`src/rtl/spi_master_seq.sv`:
```
// spi_master_seq: mode-0 SPI master framing a valid/ready byte stream into CS-bounded transactions
module spi_master_seq #(
    parameter int CLK_DIV  = 4,
    parameter int CS_SETUP = 2,
    parameter int CS_HOLD  = 2,
    parameter int CS_IDLE  = 4
) (
    input  logic       clk_i,
    input  logic       rst_i,
    input  logic [7:0] tx_data_i,
    input  logic       tx_valid_i,
    input  logic       tx_last_i,
    output logic       tx_ready_o,
    output logic [7:0] rx_data_o,
    output logic       rx_valid_o,
    output logic       busy_o,
    output logic       spi_clk_o,
    output logic       spi_mosi_o,
    output logic       spi_cs_o,
    input  logic       spi_miso_i
);
    typedef enum logic [2:0] {IDLE, SETUP, LOW, HIGH, WAIT, HOLD, GAP} state_t;
    state_t state, state_nx;
    logic [15:0] cnt, load;
    logic [2:0] bit_cnt;
    logic [7:0] tx_sr, rx_sr;
    logic last, fire, done;
    assign tx_ready_o = !rst_i && (state == IDLE || state == WAIT);
    assign busy_o = !rst_i && state != IDLE;
    assign fire = tx_valid_i && tx_ready_o;
    assign done = cnt == 16'd1;
    assign load = (state_nx == SETUP) ? 16'(CS_SETUP) :
                  (state_nx == LOW || state_nx == HIGH) ? 16'(CLK_DIV) :
                  (state_nx == HOLD) ? 16'(CS_HOLD) :
                  (state_nx == GAP) ? 16'(CS_IDLE) : 16'd0;
    // next-state decode; every timed state leaves when its counter reaches one
    always_comb begin
        state_nx = state;
        case (state)
            IDLE:    if (fire) state_nx = SETUP;
            SETUP:   if (done) state_nx = LOW;
            LOW:     if (done) state_nx = HIGH;
            HIGH:    if (done) state_nx = (bit_cnt != 3'd7) ? LOW : (last ? HOLD : WAIT);
            WAIT:    if (fire) state_nx = LOW;
            HOLD:    if (done) state_nx = GAP;
            GAP:     if (done) state_nx = IDLE;
            default: state_nx = IDLE;
        endcase
    end
    // state register plus the shared down-counter, reloaded on every state change
    always_ff @(posedge clk_i) begin
        if (rst_i) begin
            state <= IDLE;
            cnt   <= '0;
        end else begin
            state <= state_nx;
            cnt   <= (state_nx != state) ? load : (cnt != 16'd0) ? cnt - 16'd1 : cnt;
        end
    end
    // pin and shift-register updates at byte accept and at each clock-phase boundary
    always_ff @(posedge clk_i) begin
        if (rst_i) begin
            spi_cs_o   <= 1'b1;
            spi_clk_o  <= 1'b0;
            spi_mosi_o <= 1'b0;
            rx_data_o  <= '0;
            rx_valid_o <= 1'b0;
            tx_sr      <= '0;
            rx_sr      <= '0;
            bit_cnt    <= '0;
            last       <= 1'b0;
        end else begin
            rx_valid_o <= 1'b0;
            if (fire) begin
                tx_sr      <= {tx_data_i[6:0], 1'b0};
                spi_mosi_o <= tx_data_i[7];
                last       <= tx_last_i;
                bit_cnt    <= '0;
                spi_cs_o   <= 1'b0;
            end
            if (state == LOW && done) begin
                spi_clk_o <= 1'b1;
                rx_sr     <= {rx_sr[6:0], spi_miso_i};
            end
            if (state == HIGH && done) begin
                spi_clk_o <= 1'b0;
                bit_cnt   <= bit_cnt + 3'd1;
                if (bit_cnt != 3'd7) begin
                    spi_mosi_o <= tx_sr[7];
                    tx_sr      <= {tx_sr[6:0], 1'b0};
                end else begin
                    rx_data_o  <= rx_sr;
                    rx_valid_o <= 1'b1;
                end
            end
            if (state == HOLD && done) spi_cs_o <= 1'b1;
        end
    end
endmodule

```
`config.mk`:
```
export PLATFORM = sky130hd
export DESIGN_NAME = spi_master_seq
export DESIGN_NICKNAME = d
export VERILOG_FILES = /design/src/rtl/spi_master_seq.sv
export SDC_FILE = /design/constraint.sdc
export NUM_CORES = 1
export LEC_CHECK = 0
export ABC_AREA = 1
export ABC_CLOCK_PERIOD_IN_PS = 2600
export CAP_MARGIN = 30
export CORE_UTILIZATION = 45
export DETAILED_ROUTE_END_ITERATION = 6
export PLACE_DENSITY = 0.75
export SKIP_LAST_GASP = 1
export SYNTH_ARGS = -nofsm -noshare
export SYNTH_HDL_FRONTEND = slang
export SYNTH_SLANG_ARGS = --single-unit
```
`constraint.sdc`:
```
create_clock -name clk_i -period 2.6 [get_ports clk_i]
set_clock_uncertainty 0.1 [all_clocks]
set_input_delay 0.65 -clock clk_i [delete_from_list [all_inputs] [get_ports clk_i]]
set_output_delay 0.65 -clock clk_i [all_outputs]
set_load 0.02 [all_outputs]
```
# Yosys cells after proc, flatten, opt, wreduce, memory -nomap -nowiden
# Index checks and enable logic that the tools add are counted.
[totals]
wordCells = 72
output_inout_bits = 14
in_bits = 13
reg_bits = 51
[classes]
n_mux = 25
addsub = 2
reduce_logical = 18
n_bitwise = 2
n_eq_ne = 14
[ops]
columns = ["cell", "n"]
rows = [
  ["$mux 3", 14],
  ["$mux 16", 2],
  ["$mux 8", 3],
  ["$pmux 3 s7", 1],
  ["$eq 16x1->1 const B", 1],
  ["$reduce_bool 16->1", 1],
  ["$sub 16x1->16 const B", 1],
  ["$eq 3x3->1 const B", 5],
  ["$eq 3x2->1 const B", 4],
  ["$eq 3x1->1 const B", 2],
  ["$logic_and 1x1->1", 6],
  ["$reduce_or 2->1", 3],
  ["$mux 1", 5],
  ["$reduce_bool 2->1", 2],
  ["$add 3x1->3 const B", 1],
  ["$logic_not 3->1", 1],
  ["$ne 3x3->1", 1],
  ["$ne 3x3->1 const B", 1],
  ["$reduce_bool 3->1", 1],
  ["$logic_or 1x1->1", 2],
  ["$not 1->1", 2],
  ["$reduce_and 2->1", 1],
  ["$logic_not 1->1", 1],
]

# Depth between registers and ports, before layout
# Gate-level depths: netlist of the first run.
[depth]
ltp_word = 12
ltp_mapped = 14
ltp_nobuf = 14

# Least setup slack after synthesis of the first run
# OpenSTA, ideal clock, no wires.
[synth_timing]
path_type = "input to output"
startpoint = "in rst_i"
endpoint = "out tx_ready_o"
n_path_buf = 1
setup_slack_ns = 0.474
cell_stages = 2
required_ns = 1.850
arrival_ns = 1.376
path_cell_list = "clkbuf_1 > nor3_1"
[synth_between]
elab_chain_cells = 2
[synth_lines]
columns = ["item", "line", "source"]
rows = [
  ["start: declaration", "9", "input logic rst_i,"],
  ["$logic_not 1->1", "28", "assign tx_ready_o = !rst_i && (state == IDLE || state == WAIT);"],
  ["$logic_and 1x1->1", "28", ""],
  ["end: declaration", "13", "output logic tx_ready_o,"],
]
# Every way passes these cells.

# Worst setup path in the final report of the first run
[layout_timing]
startpoint = "in rst_i"
endpoint = "out busy_o"
[layout_between]
elab_chain_cells = 2
[layout_lines]
columns = ["item", "line", "source"]
rows = [
  ["$logic_not 1->1", "29", "assign busy_o = !rst_i && state != IDLE;"],
  ["$logic_and 1x1->1", "29", ""],
  ["end: declaration", "16", "output logic busy_o,"],
]
# Every way passes these cells.

==> results of run 1 <==
-- cell families (layout without fill, tap and decap cells) --
kind of cell	Yosys count	after routing	synth area share [%]
xor gates and xnor gates	12	12	4.28
and+or+nand+nor	122	122	28.9
buffers and inverters	40	74	6.52
AOI/OAI and AO/OA	64	64	16.2
adders and majority gates	5	5	2.55
DFF	51	51	41.5
-- path summary, 6_finish.rpt --
kind | to | depth (start not counted)
max reg2reg | cnt[2] | 14
min reg2reg | tx_sr[0] | 2
min | tx_sr[0] | 2
max | busy_o | 3
-- cell type report --
type,count,area [um2]
clock buffers,5,68.8
flip-flops and latches,51,1020
well taps,70,87.6
clock inverters,3,27.5
repair buffers,35,325
multi-input cells,203,1280
fillers,492,2250
inverters,31,116
-- flip-flops by register name, indices dropped and copies added (netlist names) --
name / cells
rx_valid_o: 1
state: 3
spi_mosi_o: 1
spi_cs_o: 1
spi_clk_o: 1
last: 1
rx_data_o: 8
bit_cnt: 3
rx_sr: 8
cnt: 16
tx_sr: 8
-- power by group --
group | total (W) | internal [W] | switching, W
registers | 0.00102 | 0.000900 | 0.000124
clock network | 0.000482 | 0.000200 | 0.000282
logic | 0.00135 | 0.000518 | 0.000835
total | 0.00286 | 0.00162 | 0.00124
-- stage by stage --
stage                     total power (W)  setup WS (ns)  TNS, ns
after floorplan                   0.00213          0.474        0
after global placement            0.00237         -0.204   -0.382
after detailed placement          0.00240         -0.152   -0.469
after CTS                         0.00289          0.123        0
after global routing              0.00310         0.0482        0
final                             0.00286          0.144        0
-- synthesized netlist by cell type, types with 2 or more instances --
cell type	n	share of area [%]
ha_1	5	2.5
nand4_1	3	0.76
nand2_4	3	1.4
a211oi_2	2	1.0
nor4_2	6	3.1
nand2_1	38	5.8
xnor2_1	6	2.1
nand3_1	11	2.2
nor2_4	8	3.7
nor3_2	2	0.81
a311oi_2	4	2.4
nand3_2	4	1.6
xor2_1	6	2.1
nor2_2	3	0.76
buf_2	2	0.41
inv_2	8	1.2
nor2_1	33	5.0
a21oi_1	26	5.3
nand2_2	4	1.0
clkbuf_1	5	0.76
dfxtp_1	51	42
nor3_1	4	0.81
a31oi_1	4	1.0
o21ai_0	24	4.9
inv_1	22	3.4
-- per-layer routing --
metal	GRT usage (%)	wire [um]	share of wire [%]	vias to the layer above
met3	4.50	146	3.1	10
li1	-	-	-	1044
met5	0	0	0	-
met4	6.38	68	1.4	0
met1	22.5	2160	46	924
met2	33.9	2340	50	27
-- worst register-to-register path: stages (launching register included) --
cell and delay (ns):
dfxtp_1 0.33, inv_1 0.12, ha_1 0.17, nand2_2 0.07, nor2_4 0.17, nand2_4 0.10
nor2_4 0.11, nand3_2 0.10, nand2_2 0.10, nand2_2 0.06, nand2_4 0.12, nand2_4 0.11
nand2_1 0.08, nand3_1 0.06, nor2_1 0.08
==> reports/qor.yml, run 1 <==
status: "finished clean"
critical_path.cell_chain: "clkdlybuf4s50_1, a21oi_1, dlygate4sd2_1"
grt_pass1_vias: 1995
grt_overflow: 0
gp_congestion: 0.829
final_common_cell: "dfxtp_1"
worst_ep_required_time_ns: 1.85
cts-root-buf: "clkbuf_8"
track_usage_pct: 19.1
wl_per_cell_um: 11.9
path_buf_inv: 2
hold_start: "tx_sr[0]"
synth-seq-cells: 51
grt_setup_unrepaired: "false"
hold_class: "reg2reg"
cts_max_level: 2
worst_path_largest_cell_delay_ns: 0.51
core_area_um2: 5170
criticalPathCategory: "in2out"
port_buffers: 26
drtPass1Iterations: 4
syn_inst: 294
fin_cells: 398
num_vias: 2005
holdBufCountCts: 0
cts-buffers-inserted: 5
final_nets: 345
async_flop_share_pct: 0
vias_per_cell: 5.04
first_iter_violations: 69
layout_common_cells: "51 x dfxtp_1, 38 x nand2_1, 33 x nor2_1"
synth_nets: 312
setup_viol: 0
worst_setup_path_end_kind: "output port"
grt_pass1_wl_um: 8340
drive_gt1_share_pct: 19.8
crit_path_start: "rst_i"
area_growth_pct: 18.9
clk_latency_ns: 0.31
cts_tree: "done"
wl_um: 4720
worstMarginPinSlew_ns: 0.375
cts_setup_buffers: 0
initial_core_util_pct: 47.5
dpl.hpwl_um: 3600
maxSlewHeadroom_pct: 74.8
leakagePower_nw: 1.12
antenna_found_initial: 0
utilization_pct: 56.5
clock-sinks: 51
final_hold_viol_count: 0
power_density_nw_per_um2: 978
finalCriticalPeriod_ns: 2.46
slowest_stage: "clkdlybuf4s50_1"
fin_crit_sh_pct: 94.5
avgSynthCellArea_um2: 8.36
worstPathArrival_ns: 1.71
peakVddDrop_mv: 0.525
num_rows: 26
ys_seq_area_share_pct: 41.5
clk_pin_slew_ns: 0.09
ios: 27
fmax_mhz: 407
die_area_um2: 5760
crit_family: "buffers and inverters"
n_antenna_cell: 0
final_cell_area_um2: 2920
ys.flop_type: "dfxtp_1"
reg2reg_from: "cnt[1]"
drc: 0
cts-resized-gates: 2
place_area_um2: 2830
postRouteAntennaNets: 0
slew_viol_final: 0
dp_cells: 390
die_h_um: 75.9
die_w_um: 75.9
synth-edff-count: 0
critPathMaxFanout: 5
r2r_slack_ns: 0.66
crit_path_start_kind: "input port"
max-clock-path-buffers: 2
grt_max_degree: 25
drv_cap: 0
synth_area_um2: 2460
ys_warn_count: 0
synthDistinctLibCells: 35
whs_ns: 0.362
Note: power is estimated with default switching activity, not from simulation.
==> run 2: changes to the inputs <==
- SKIP_LAST_GASP: 1 -> unset
==> results of run 2 <==
Final layout, timing and power as in run 1 (identical DEF).
